[config.mk]
export PLATFORM = sky130hd
export DESIGN_NAME = vc_rr_arbiter
export DESIGN_NICKNAME = d
export VERILOG_FILES = /design/src/rtl/vc_rr_arbiter.sv
export SDC_FILE = /design/constraint.sdc
export NUM_CORES = 1
export LEC_CHECK = 0
export ABC_CLOCK_PERIOD_IN_PS = 8010
export CAP_MARGIN = 20
export CORE_MARGIN = 3
export CORE_UTILIZATION = 46
export DETAILED_ROUTE_END_ITERATION = 6
export GPL_ROUTABILITY_DRIVEN = 0
export PLACE_DENSITY = 0.85
export SYNTH_ARGS = -nofsm -noshare
export SYNTH_HDL_FRONTEND = slang
export SYNTH_SLANG_ARGS = --single-unit
[constraint.sdc]
create_clock -name clk -period 8.01 [get_ports clk]
set_clock_uncertainty 0.1 [all_clocks]
set_input_delay 1.602 -clock clk [delete_from_list [all_inputs] [get_ports clk]]
set_output_delay 1.602 -clock clk [all_outputs]
set_load 0.01 [all_outputs]
[src/rtl/vc_rr_arbiter.sv]
// Round-robin arbiter that drains input virtual-channel FIFOs into destination FIFOs.
//
// One non-empty input FIFO is granted at a time and may pop up to BURST words before
// the grant is released. Each popped word is forwarded to the destination FIFO named
// by its top DEST_WIDTH bits. Popping stalls while that destination is almost full.
//
// Ports:
//   clk              clock, rising edge
//   reset_L          asynchronous active-low reset
//   enable           permission to start new grants (ignored mid-burst)
//   fifo_empty       empty flag per input FIFO
//   fifo_data        head word per input FIFO, requester i at [i*DATA_WIDTH +: DATA_WIDTH]
//   dest_almost_full almost-full flag per destination FIFO
//   pop              combinational pop strobe to the input FIFOs (at most one bit)
//   push             registered push strobe to the destination FIFOs (at most one bit)
//   data_out         registered word accompanying push
//   grant            registered one-hot current grant, zero when idle
//   busy             registered, high while a grant is held
module vc_rr_arbiter #(
    parameter int DATA_WIDTH = 6,
    parameter int DEST_WIDTH = 2,
    parameter int NUM_REQ    = 4,
    parameter int BURST      = 4
) (
    input  logic                            clk,
    input  logic                            reset_L,
    input  logic                            enable,
    input  logic [NUM_REQ-1:0]              fifo_empty,
    input  logic [NUM_REQ*DATA_WIDTH-1:0]   fifo_data,
    input  logic [(2**DEST_WIDTH)-1:0]      dest_almost_full,
    output logic [NUM_REQ-1:0]              pop,
    output logic [(2**DEST_WIDTH)-1:0]      push,
    output logic [DATA_WIDTH-1:0]           data_out,
    output logic [NUM_REQ-1:0]              grant,
    output logic                            busy
);

    localparam int NUM_DEST = 2**DEST_WIDTH;
    localparam int IDX_W    = (NUM_REQ > 1) ? $clog2(NUM_REQ) : 1;
    localparam int CNT_W    = (BURST > 1) ? $clog2(BURST) : 1;

    localparam logic [0:0] IDLE  = 1'b0;
    localparam logic [0:0] GRANT = 1'b1;

    localparam logic [CNT_W-1:0] BURST_LAST = CNT_W'(BURST - 1);

    logic [0:0]            state_q, state_d;
    logic [IDX_W-1:0]      gnt_idx_q, gnt_idx_d;
    logic [IDX_W-1:0]      rr_ptr_q, rr_ptr_d;
    logic [CNT_W-1:0]      burst_cnt_q, burst_cnt_d;
    logic [NUM_DEST-1:0]   push_q, push_d;
    logic [DATA_WIDTH-1:0] data_out_q, data_out_d;
    logic [NUM_REQ-1:0]    grant_q, grant_d;
    logic                  busy_q, busy_d;

    logic [DATA_WIDTH-1:0] head;
    logic [DEST_WIDTH-1:0] dest;
    logic                  gnt_empty;
    logic                  pop_fire;
    logic                  found;
    logic [IDX_W-1:0]      sel_idx;
    logic [IDX_W-1:0]      cand;

    // Head word of the granted requester.
    always_comb begin
        head = '0;
        for (int i = 0; i < NUM_REQ; i++) begin
            if (gnt_idx_q == IDX_W'(i)) begin
                head = fifo_data[i*DATA_WIDTH +: DATA_WIDTH];
            end
        end
    end

    assign dest      = head[DATA_WIDTH-1 -: DEST_WIDTH];
    assign gnt_empty = fifo_empty[gnt_idx_q];
    assign pop_fire  = (state_q == GRANT) && !gnt_empty && !dest_almost_full[dest];

    // Search starts just after the last served requester, so it is considered last.
    always_comb begin
        found   = 1'b0;
        sel_idx = '0;
        cand    = '0;
        for (int i = 1; i <= NUM_REQ; i++) begin
            cand = IDX_W'((int'(rr_ptr_q) + i) % NUM_REQ);
            if (!found && !fifo_empty[cand]) begin
                found   = 1'b1;
                sel_idx = cand;
            end
        end
    end

    always_comb begin
        state_d     = state_q;
        gnt_idx_d   = gnt_idx_q;
        rr_ptr_d    = rr_ptr_q;
        burst_cnt_d = burst_cnt_q;
        grant_d     = grant_q;
        busy_d      = busy_q;
        push_d      = '0;
        data_out_d  = data_out_q;
        pop         = '0;

        case (state_q)
            IDLE: begin
                if (enable && found) begin
                    state_d          = GRANT;
                    gnt_idx_d        = sel_idx;
                    burst_cnt_d      = '0;
                    grant_d          = '0;
                    grant_d[sel_idx] = 1'b1;
                    busy_d           = 1'b1;
                end
            end
            GRANT: begin
                pop[gnt_idx_q] = pop_fire;
                if (gnt_empty) begin
                    state_d  = IDLE;
                    rr_ptr_d = gnt_idx_q;
                    grant_d  = '0;
                    busy_d   = 1'b0;
                end else if (pop_fire) begin
                    push_d[dest] = 1'b1;
                    data_out_d   = head;
                    if (burst_cnt_q == BURST_LAST) begin
                        state_d  = IDLE;
                        rr_ptr_d = gnt_idx_q;
                        grant_d  = '0;
                        busy_d   = 1'b0;
                    end else begin
                        burst_cnt_d = burst_cnt_q + CNT_W'(1);
                    end
                end
                // Otherwise stalled on almost-full: hold grant and count.
            end
            default: begin
                state_d = IDLE;
            end
        endcase
    end

    always_ff @(posedge clk or negedge reset_L) begin
        if (!reset_L) begin
            state_q     <= IDLE;
            gnt_idx_q   <= '0;
            rr_ptr_q    <= IDX_W'(NUM_REQ - 1);
            burst_cnt_q <= '0;
            push_q      <= '0;
            data_out_q  <= '0;
            grant_q     <= '0;
            busy_q      <= 1'b0;
        end else begin
            state_q     <= state_d;
            gnt_idx_q   <= gnt_idx_d;
            rr_ptr_q    <= rr_ptr_d;
            burst_cnt_q <= burst_cnt_d;
            push_q      <= push_d;
            data_out_q  <= data_out_d;
            grant_q     <= grant_d;
            busy_q      <= busy_d;
        end
    end

    assign push     = push_q;
    assign data_out = data_out_q;
    assign grant    = grant_q;
    assign busy     = busy_q;

endmodule
==> Word level (Yosys, flattened, before mapping) <==
Index checks and enable logic that the tools add are counted.
{ "word_totals": {"in_bits": 35, "wordCells": 117, "register_bits": 22} }
{ "classes": {"magnitude_cmp": 10, "n_eq_ne": 10, "muxes": 57, "bitwise": 3, "n_reduce_logical": 24, "addsub": 5} }
{ "ops": {"columns": ["op", "count"], "rows": [
  ["4-bit two-way mux", 8],
  ["6-bit two-way mux", 4],
  ["2-bit two-way mux", 11],
  ["2-bit by 3-bit less-than comparator with 1-bit output, second input constant", 7],
  ["1-bit two-way mux", 21],
  ["1-bit binary-select mux with 2-bit select", 6],
  ["1-bit logical AND", 9],
  ["3-bit AND reduction", 3],
  ["4-bit one-hot mux with 2 select lines", 1],
  ["1-bit zero test", 7],
  ["2-bit by 1-bit adder with 2-bit output, second input constant", 3],
  ["1-bit demux with 2-bit select", 3],
  ["2-bit equality test, second input constant", 3],
  ["2-bit by 1-bit greater-or-equal comparator with 1-bit output, second input constant", 3],
  ["2-bit != test, second input constant", 3],
  ["3-bit by 1-bit != test with 1-bit output, second input constant", 2],
  ["2-bit adder, second input constant", 2],
  ["4-bit AND", 1],
  ["1-bit one-hot mux with 2 select lines", 2],
  ["2-bit one-hot mux with 2 select lines", 1],
  ["4-bit AND reduction", 1],
  ["2-bit nonzero test", 2],
  ["2-bit by 1-bit equality test with 1-bit output, second input constant", 1],
  ["2-bit zero test", 1],
  ["3 further kinds", 4]
]} }

==> Longest topological paths before layout <==
Gate-level depths: netlist of run 1.
{ "logic_depth": {"depth_word": 18, "ltp_mapped": 7, "ltp_nobuf": 5} }

==> Worst setup path after synthesis of run 1 <==
Ideal clock, no wire load.
{ "synth_path": {"path_type": "input to output", "startpoint": "input fifo_data[11]", "endpoint": "output pop[1]", "stages": 6, "path_buffers": 1, "arrival_time_ns": 3.338, "slack_ns": 2.970, "required_time_ns": 6.308, "path_cell_list": "mux2i_1 mux2_2 a2111o_1 and2_4 buf_6 nor3b_1"} }
{ "synth_via": {"elab_chain_len": 9} }
{ "synth_rtl": {"columns": ["item", "line_no", "text"], "rows": [
  ["start: declaration", "29", "input logic [NUM_REQ*DATA_WIDTH-1:0] fifo_data,"],
  ["6-bit two-way mux (3 in a row)", "68", "if (gnt_idx_q == IDX_W'(i)) begin"],
  ["1-bit binary-select mux with 2-bit select", "76", "assign pop_fire = (state_q == GRANT) && !gnt_empty && !dest_almost_full[dest];"],
  ["1-bit two-way mux (not written as such)", "76", null],
  ["1-bit zero test", "76", null],
  ["1-bit logical AND", "76", null],
  ["4-bit AND (no line)", null, null],
  ["4-bit two-way mux", "103", "case (state_q)"],
  ["end: declaration", "31", "output logic [NUM_REQ-1:0] pop,"]
]} }
Every way passes these cells. The select of a mux whose other input is x is not followed.

==> Final worst setup path of run 1 <==
{ "layout_path": {"startpoint": "input fifo_data[11]", "endpoint": "output pop[3]"} }
Same word-level chain as after synthesis.

==> results.ini, run 1 <==
[sta]
tightestPinTransition_ps = 664
slew_headroom_pct = 55.7
final-setup-viol-count = 0
period_minus_slack_ps = 5980
fin_crit_sh_pct = 74.6
max_freq_mhz = 167
slew_violations = 0
rsz0062_at_grt = no
setup_ws_ps = 2030
finalHoldViolCount = 0
setup_tns_ps = 0

[clock_tree]
postCtsHoldBufs = 0
root_buffer = clkbuf_4
cts_buffer_depth = 2
cts.htree.levels = 1
clk_pin_slew_ps = 130
postCtsSetupRepairBufs = 0
clock_sinks = 22
clk_latency_ps = 310
cts_tree = done
cts-buffers-inserted = 3
post_cts_resize_count = 0

[final_layout]
fin_nets = 203
stdcell_area_sq_mm = 0.00189
drive_gt1_share_pct = 14.5
seqCellArea_sq_um = 553
n_antenna_cell = 0
fillers = 190
multi_input_area_sq_um = 711
synthToLayoutAreaGrowth_pct = 44.6

[synth]
synth_nets = 149
synth_cell_type_count = 34
synth_edf_count = 0
synth.top_cell.area_share_pct = 38.2
yosysWarnings = 0
synth_top_cells_by_area = dfrtp_1, mux4_2, mux2i_1
yosysTopAreaCell = dfrtp_1
synth_common_cells = dfrtp_1, nand2_1, mux2i_1
yosysMostFrequentCell = dfrtp_1
synth.cell_area_sq_mm = 0.00131
synth_ff_type = dfrtp_1
syn_avg_cell_area_sq_um = 11.6
postSynthCellCount = 113
synthArstFlopShare_pct = 100
ys_ff_latch = 22
ys_seq_area_share_pct = 42.3

[routing]
dr.first_iter.drc_count = 37
vias_per_cell = 5.93
wire_per_inst_um = 16.8
vias = 1156
drt_first_pass_iters = 4
route.detailed.drc = 0
ant_nets = 0
wirelength_um = 3280

[worst_hold_path]
hold_class = register to register

[worst_setup_path]
critical_path_required_ps = 6310
start_kind = input pin
cp_max_fo = 9
arrival_ps = 4270
endpoint_kind = output port
critical_path_class = input pin to output port

[die]
fp.dieArea_sq_mm = 0.00352
rows = 18
pin_count = 54
die_y_um = 59.3
die_w_um = 59.3
initial_core_util_pct = 50.5
coreArea_sq_mm = 0.00259

[global_routing]
grt_use_total_pct = 19.8
busiest_layer = met2
antenna_found_initial = 0
met1_usage_pct = 25.5
grt_max_degree = 23
grt_pass1_vias = 1118
grt_first_pass_wirelength_um = 5320
grt_use_met2_pct = 34.5
met3_usage_pct = 3.70
gr-total-overflow = 0

[outcome]
status = complete, no violations

[flow_run]
maxCapViolations = 0

[placed_design]
placed_area_sq_mm = 0.00184
pre_cts_ws_ps = 2060
io_buffer_count = 53
hpwl_um = 2580

[pwr]
p_leak_nw = 0.802
p_per_area_mw_per_mm2 = 310
max-vdd-ir-drop_uv = 231

## logic make-up (layout without fill, tap and decap cells)
logic type | Yosys count | after routing | share of synthesized area (%)
and+or+nand+nor | 36 | 36 | 14.3
muxes | 25 | 25 | 26.9
DFF | 22 | 22 | 42.3
AOI/OAI and AO/OA | 21 | 21 | 12.1
buffers and inverters | 8 | 60 | 3.44
adders and majority gates | 1 | 1 | 0.956
## placed cells by master, fill, tap and decap left out, types with 2 or more instances in the layout
cell / instances
dfrtp_1: 20
a21o_1: 2
dfstp_2: 2
o21ai_0: 5
clkdlybuf4s50_1: 53
nor3b_1: 2
inv_1: 3
nand2b_1: 2
mux2_2: 5
a32o_1: 4
a21oi_1: 2
nor2_1: 6
clkbuf_4: 3
mux4_2: 6
nor3_1: 2
a21boi_0: 2
nand2_1: 14
mux2_4: 4
nor2b_1: 3
mux2i_1: 10
## power breakdown
| part | total [mW] | internal [mW] | switching, mW |
|---|---|---|---|
| combinational | 0.321 | 0.190 | 0.131 |
| sequential | 0.216 | 0.161 | 0.0560 |
| clock | 0.0502 | 0.0176 | 0.0327 |
| total | 0.588 | 0.368 | 0.220 |
## layer usage
layer / routed length [um] / part of all wire, %
met1: 1270 / 39
met4: 16 / 0.49
met3: 407 / 12
met2: 1590 / 48
met5: 0 / 0
## per-stage QoR
stage	cells	power (mW)	hold slack [ps]	util (%)
final	195	0.588	421	73.1
after global routing	195	0.629	438	73.1
after CTS	194	0.590	416	72.0
after floorplan	113	0.419	405	-
after detailed placement	191	0.539	387	71.2
after global placement	191	0.525	376	71.2
## area by class of cell
class	instances	area share (%)
Inverter	3	0.595
Clock buffer	3	1.19
Sequential cell	22	29.2
Tap cell	30	1.98
Timing Repair Buffer	54	29.5
Multi-Input combinational cell	83	37.5
## critical path, stage by stage
cell,delay (ps)
clkdlybuf4s50_1,400
mux2i_1,370
mux2_2,410
a2111o_1,500
and2_4,240
nor3b_1,180
clkdlybuf4s50_1,560
## state kept, by name (all words and copies together), names as in the netlist
register,cells
busy,1
push,4
data_out,6
gnt_idx_q,2
rr_ptr_q,2
grant,4
state_q,1
burst_cnt_q,2
## worst paths after layout
check | startpoint | endpoint | slack, ps | cells after the start
min in group asynchronous | reset_L | push[0] | 1380 | 1
min | data_out[4] | data_out[4] | 420 | 2
max in group asynchronous | reset_L | rr_ptr_q[1] | 5980 | 2
min reg2reg | data_out[4] | data_out[4] | 420 | 2
max reg2reg | gnt_idx_q[0] | data_out[1] | 5070 | 5
max | fifo_data[11] | pop[3] | 2030 | 7
No activity file was read; power rests on OpenSTA's default activity.
==> run 2: changes to the inputs <==
==> config.mk (replaced) <==
export PLATFORM = sky130hd
export DESIGN_NAME = vc_rr_arbiter
export DESIGN_NICKNAME = d
export VERILOG_FILES = /design/src/rtl/vc_rr_arbiter.sv
export SDC_FILE = /design/constraint.sdc
export NUM_CORES = 1
export LEC_CHECK = 0
export ABC_CLOCK_PERIOD_IN_PS = 5400
export CAP_MARGIN = 20
export CORE_MARGIN = 3
export CORE_UTILIZATION = 38
export DETAILED_ROUTE_END_ITERATION = 6
export GPL_ROUTABILITY_DRIVEN = 0
export PLACE_DENSITY = 0.75
export SYNTH_ARGS = -nofsm -noshare
export SYNTH_HDL_FRONTEND = slang
export SYNTH_SLANG_ARGS = --single-unit
==> constraint.sdc (replaced) <==
create_clock -name clk -period 5.4 [get_ports clk]
set_clock_uncertainty 0.1 [all_clocks]
set_input_delay 1.08 -clock clk [delete_from_list [all_inputs] [get_ports clk]]
set_output_delay 1.08 -clock clk [all_outputs]
set_load 0.01 [all_outputs]
==> results.ini, run 2 (synthesized netlist as in run 1, its figures left out) <==
[final_layout]
fin_nets = 203  ; unchanged
layout.cells.non_filler = 210  ; +7.7%
drive_gt1_share_pct = 15.1  ; +0.51 points
largest_reg_flops = 6  ; unchanged
final_common_cell = clkdlybuf4s50_1
synthToLayoutAreaGrowth_pct = 47.0
n_antenna_cell = 0  ; unchanged
layout_common_cells = clkdlybuf4s50_1, dfrtp_1, nand2_1
fin_util_pct = 60.6  ; -13 points

[sta]
slew_violations = 0  ; unchanged
finalHoldViolCount = 0  ; unchanged
final-setup-viol-count = 0  ; unchanged
rsz0062_at_grt = no
fin_crit_sh_pct = 90.4
tightestPinTransition_ps = 613  ; -50.7 ps
period_minus_slack_ps = 4880
slew_headroom_pct = 59.1  ; +3.4 points
max_freq_mhz = 205
setup_tns_ps = 0  ; unchanged

[worst_setup_path]
cpMostUsedCell = clkdlybuf4s50_1
cp_max_fo = 9  ; unchanged
start_kind = input pin
r2r_setup_slack_ps = 2550  ; -2520 ps
arrival_ps = 3700  ; -570 ps
path_delay_family = buffers and inverters
critical_path_class = input pin to output port
slowest_stage = clkdlybuf4s50_1
crit_chain = clkdlybuf4s50_1, mux2i_1, mux2_2, a2111o_1, and2_4, nor3b_1, clkdlybuf4s50_1
crit-reg2reg-launch = gnt_idx_q[0]
critical_path_required_ps = 4220  ; -2090 ps
path_depth = 7  ; unchanged
reg2reg_depth = 5  ; unchanged
cp_slowest_stage_delay_ps = 570  ; about the same
worstReg2RegEnd = data_out[1]
critPathBufInv = 2  ; unchanged
endpoint_kind = output port

[global_routing]
gr-total-overflow = 0  ; unchanged
grt_first_pass_wirelength_um = 5770  ; +8.4%
grt_max_degree = 23  ; unchanged
grt_use_total_pct = 18.1  ; -1.7 points
grt_pass1_vias = 1136  ; +1.6%
antenna_found_initial = 0  ; unchanged

[routing]
drt_first_pass_iters = 4  ; unchanged
wirelength_um = 3560  ; +8.3%
vias = 1134  ; -1.9%
dr.first_iter.drc_count = 33  ; -11%
ant_nets = 0  ; unchanged
route.detailed.drc = 0  ; unchanged
wire_per_inst_um = 16.9  ; +0.55%
vias_per_cell = 5.40  ; -8.9%

[clock_tree]
postCtsHoldBufs = 0  ; unchanged
cts_tree = done
cts-buffers-inserted = 3  ; unchanged
clk_latency_ps = 300  ; about the same
cts_buffer_depth = 2  ; unchanged
post_cts_resize_count = 0  ; unchanged
root_buffer = clkbuf_4
clock_sinks = 22  ; unchanged
clk_pin_slew_ps = 120  ; about the same
cts.htree.levels = 1  ; unchanged
postCtsSetupRepairBufs = 0  ; unchanged

[worst_hold_path]
worstHoldEndpoint = data_out[2]
hold_class = register to register
min_from = data_out[2]
holdPathStages = 1  ; -1

[die]
initial_core_util_pct = 41.2  ; -9.4 points
die_y_um = 64.7  ; +9.0%
pin_count = 54  ; unchanged
rows = 20  ; +2
fp.dieArea_sq_mm = 0.00418  ; +19%
coreArea_sq_mm = 0.00318  ; +23%
die_w_um = 64.7  ; +9.0%

[pwr]
p_per_area_mw_per_mm2 = 462  ; +49%
max-vdd-ir-drop_uv = 217  ; -5.8%
p_leak_nw = 0.809  ; +0.90%

[outcome]
status = complete, no violations

[placed_design]
dp_cells = 205  ; +7.3%
hpwl_um = 2780  ; +8.0%
io_buffer_count = 53  ; unchanged

[flow_run]
maxCapViolations = 0  ; unchanged

-- run 2: changes by cell type in the layout (fill, tap and decap cells not counted), sizes merged --
cell	before	now
clkbuf	3	4
-- run 2: worst reg2reg max path, cell delays in order, from the launching register on --
cell and delay, ps:
dfrtp_1 750, mux2i_1 440, mux2_2 390, a2111o_1 510, and2_4 240, mux2_4 310
-- run 2: per-layer routing --
metal  vias up  global-route usage (%)  part of all wire [%]
li1        531                       -                     -
met4         0                    7.12                   1.0
met5         -                       0                     0
met3         2                    3.64                   6.9
met1       552                    22.9                    44
met2        49                    30.4                    48
-- run 2: per-stage QoR --
| step | setup WS [ps] | hold WS [ps] | cell area (sq um) | total power, mW |
|---|---|---|---|---|
| 6_report | 520 | 428 | 1920 | 0.888 |
| 2_1_floorplan | 1400 | 405 | 1310 | 0.621 |
| 4_1_cts | 519 | 426 | 1900 | 0.892 |
| 5_1_grt | 373 | 454 | 1920 | 0.953 |
| 3_5_place_dp | 537 | 396 | 1860 | 0.799 |
| 3_3_place_gp | 563 | 373 | 1860 | 0.782 |
-- run 2: area by class of cell --
cell class / instances / area [sq um]
Clock buffer: 4 / 36.3
Fill cell: 286 / 1250
Inverter: 3 / 11.3
Multi-Input combinational cell: 83 / 711
Sequential cell: 22 / 553
Tap cell: 44 / 55.1
Timing Repair Buffer: 54 / 558
-- run 2: power by group --
part | switching [mW] | total, mW | internal [mW]
clock network | 0.0487 | 0.0898 | 0.0411
logic | 0.197 | 0.478 | 0.282
registers | 0.0821 | 0.320 | 0.238
-- run 2: worst max path at each step --
stage	startpoint	end	slack, ps
finish	fifo_data[11]	pop[1]	520
detailed placement	fifo_data[11]	pop[3]	540
global placement	fifo_data[11]	pop[3]	560
CTS	fifo_data[11]	pop[3]	520
floorplan	fifo_data[11]	pop[1]	1400
global route	fifo_data[11]	pop[3]	370
==> run 3: changes to the inputs <==
==> constraint.sdc (replaced) <==
create_clock -name clk -period 5.4 [get_ports clk]
set_clock_uncertainty 0.1 [all_clocks]
set_input_delay 1.08 -clock clk [delete_from_list [all_inputs] [get_ports clk]]
set_output_delay 1.08 -clock clk [all_outputs]
set_load 0.1 [all_outputs]
==> results.ini, run 3 (synthesized netlist as in run 1, its figures left out) <==
[pwr]
p_per_area_mw_per_mm2 = 636  ; +38%
p_sw_mw = 0.669  ; +100%
max-vdd-ir-drop_uv = 433  ; +99%
p_comb_share_pct = 66.9  ; +13 points
p_leak_nw = 0.822  ; +1.7%
p_clk_share_pct = 7.3  ; -2.8 points
intPower_mw = 0.563  ; +0.40%
design_power_total_mw = 1.23  ; +39%
switching_share_pct = 54.3  ; +17 points
p_seq_share_pct = 25.8  ; -10 points

[routing]
vias_per_cell = 5.21  ; -3.4%
wire_per_inst_um = 16.1  ; -4.8%
route.detailed.drc = 0  ; unchanged
wirelength_um = 3390  ; -4.8%
vias = 1095  ; -3.4%
drt_first_pass_iters = 4  ; unchanged
ant_nets = 0  ; unchanged
dr.first_iter.drc_count = 36  ; +9.1%

[worst_setup_path]
critical_path_required_ps = 4220  ; about the same
critical_path_class = input pin to output port
cp_slowest_stage_delay_ps = 490  ; -80 ps
cp_max_fo = 9  ; unchanged
crit-reg2reg-launch = gnt_idx_q[0]
endpoint = pop[3]
endpoint_kind = output port
start_kind = input pin
r2r_setup_slack_ps = 2550  ; about the same
startpoint = fifo_data[11]
worstReg2RegEnd = data_out[3]
crit_chain = clkdlybuf4s50_1, mux2i_1, mux2_2, a2111o_1, and2_4, nor3b_1, buf_12
reg2reg_depth = 5  ; unchanged
arrival_ps = 3540  ; -160 ps
slowest_stage = a2111o_1

[final_layout]
n_antenna_cell = 0  ; unchanged
fillers = 289  ; +1.0%
layout.cells.non_filler = 210  ; unchanged
stdcell_area_sq_mm = 0.00194  ; +0.78%
fin_nets = 203  ; unchanged
synthToLayoutAreaGrowth_pct = 48.2
multi_input_area_sq_um = 711  ; unchanged
seqCellArea_sq_um = 553  ; unchanged
fin_util_pct = 61.0  ; +0.47 points
final_common_cell = clkdlybuf4s50_1
largest_reg_flops = 6  ; unchanged
drive_gt1_share_pct = 17.5  ; +2.4 points
layout_common_cells = clkdlybuf4s50_1, dfrtp_1, nand2_1

[clock_tree]
clk_pin_slew_ps = 110  ; about the same
clk_latency_ps = 310  ; about the same
postCtsHoldBufs = 0  ; unchanged
root_buffer = clkbuf_4
cts.htree.levels = 1  ; unchanged
postCtsSetupRepairBufs = 0  ; unchanged
cts-buffers-inserted = 3  ; unchanged
cts_buffer_depth = 2  ; unchanged
cts_tree = done
clock_sinks = 22  ; unchanged
post_cts_resize_count = 0  ; unchanged

[flow_run]
maxCapViolations = 0  ; unchanged

[global_routing]
grt_max_degree = 23  ; unchanged
grt_pass1_vias = 1146  ; +0.88%
grt_first_pass_wirelength_um = 5660  ; -1.8%
gr-total-overflow = 0  ; unchanged
antenna_found_initial = 0  ; unchanged
grt_use_total_pct = 17.7  ; -0.41 points

[sta]
tightestPinTransition_ps = 972  ; +359 ps
rsz0062_at_grt = no
period_minus_slack_ps = 4720  ; -161 ps
fin_crit_sh_pct = 87.4  ; -3.0 points
slew_headroom_pct = 35.0  ; -24 points
final-setup-viol-count = 0  ; unchanged
setup_ws_ps = 681  ; +161 ps
slew_violations = 0  ; unchanged
max_freq_mhz = 212  ; +3.4%
finalHoldViolCount = 0  ; unchanged
setup_tns_ps = 0  ; unchanged
hold_ws_ps = 398  ; -29.7 ps

[placed_design]
dp_cells = 205  ; unchanged
hpwl_um = 2690  ; -3.4%
pre_cts_ws_ps = 694  ; +156 ps
io_buffer_count = 53  ; unchanged
placed_area_sq_mm = 0.00188  ; +0.81%

[worst_hold_path]
hold_class = register to register

[die]
rows = 20  ; unchanged
initial_core_util_pct = 41.2  ; unchanged
coreArea_sq_mm = 0.00318  ; unchanged
pin_count = 54  ; unchanged
die_y_um = 64.7  ; unchanged
die_w_um = 64.7  ; unchanged
fp.dieArea_sq_mm = 0.00418  ; unchanged

[outcome]
status = complete, no violations

[run 3: layout make-up]
| cell class | count | share of cell area, % |
|---|---|---|
| clock buffers | 4 | 1.87 |
| well taps | 44 | 2.84 |
| flip-flops and latches | 22 | 28.5 |
| repair buffers | 54 | 29.5 |
| inverters | 3 | 0.581 |
| multi-input cells | 83 | 36.6 |
[run 3: per-layer routing]
| layer | vias to the layer above | global-route usage [%] | wire length, um |
|---|---|---|---|
| met5 | - | 0 | 0 |
| met4 | 0 | 7.12 | 42 |
| met3 | 4 | 3.99 | 265 |
| met2 | 53 | 28.9 | 1570 |
| met1 | 506 | 22.8 | 1510 |
| li1 | 532 | - | - |
[run 3: how the worst min path moves through the flow]
| stage | from | endpoint | slack (ps) | cells after the start |
|---|---|---|---|---|
| detailed placement | data_out[4] | data_out[4] | 370 | 2 |
| finish | data_out[4] | data_out[4] | 400 | 2 |
| CTS | data_out[4] | data_out[4] | 400 | 2 |
| global route | data_out[4] | data_out[4] | 450 | 2 |
| floorplan | burst_cnt_q[1] | burst_cnt_q[1] | 400 | 2 |
| global placement | data_out[4] | data_out[4] | 370 | 2 |
[run 3: power groups by stage]
stage               Sequential (mW)  Combinational [mW]  Clock (mW)
floorplan                     0.612               0.353           0
global placement              0.322               0.814           0
detailed placement            0.325               0.821           0
CTS                           0.320               0.826      0.0935
global route                  0.336               0.867       0.101
finish                        0.318               0.824      0.0899
[run 3: critical path, delay by kind of cell]
family	cells	cell delay (ps)
muxes	2	760
buffers and inverters	2	630
and+or+nand+nor	2	580
AOI/OAI and AO/OA	1	490
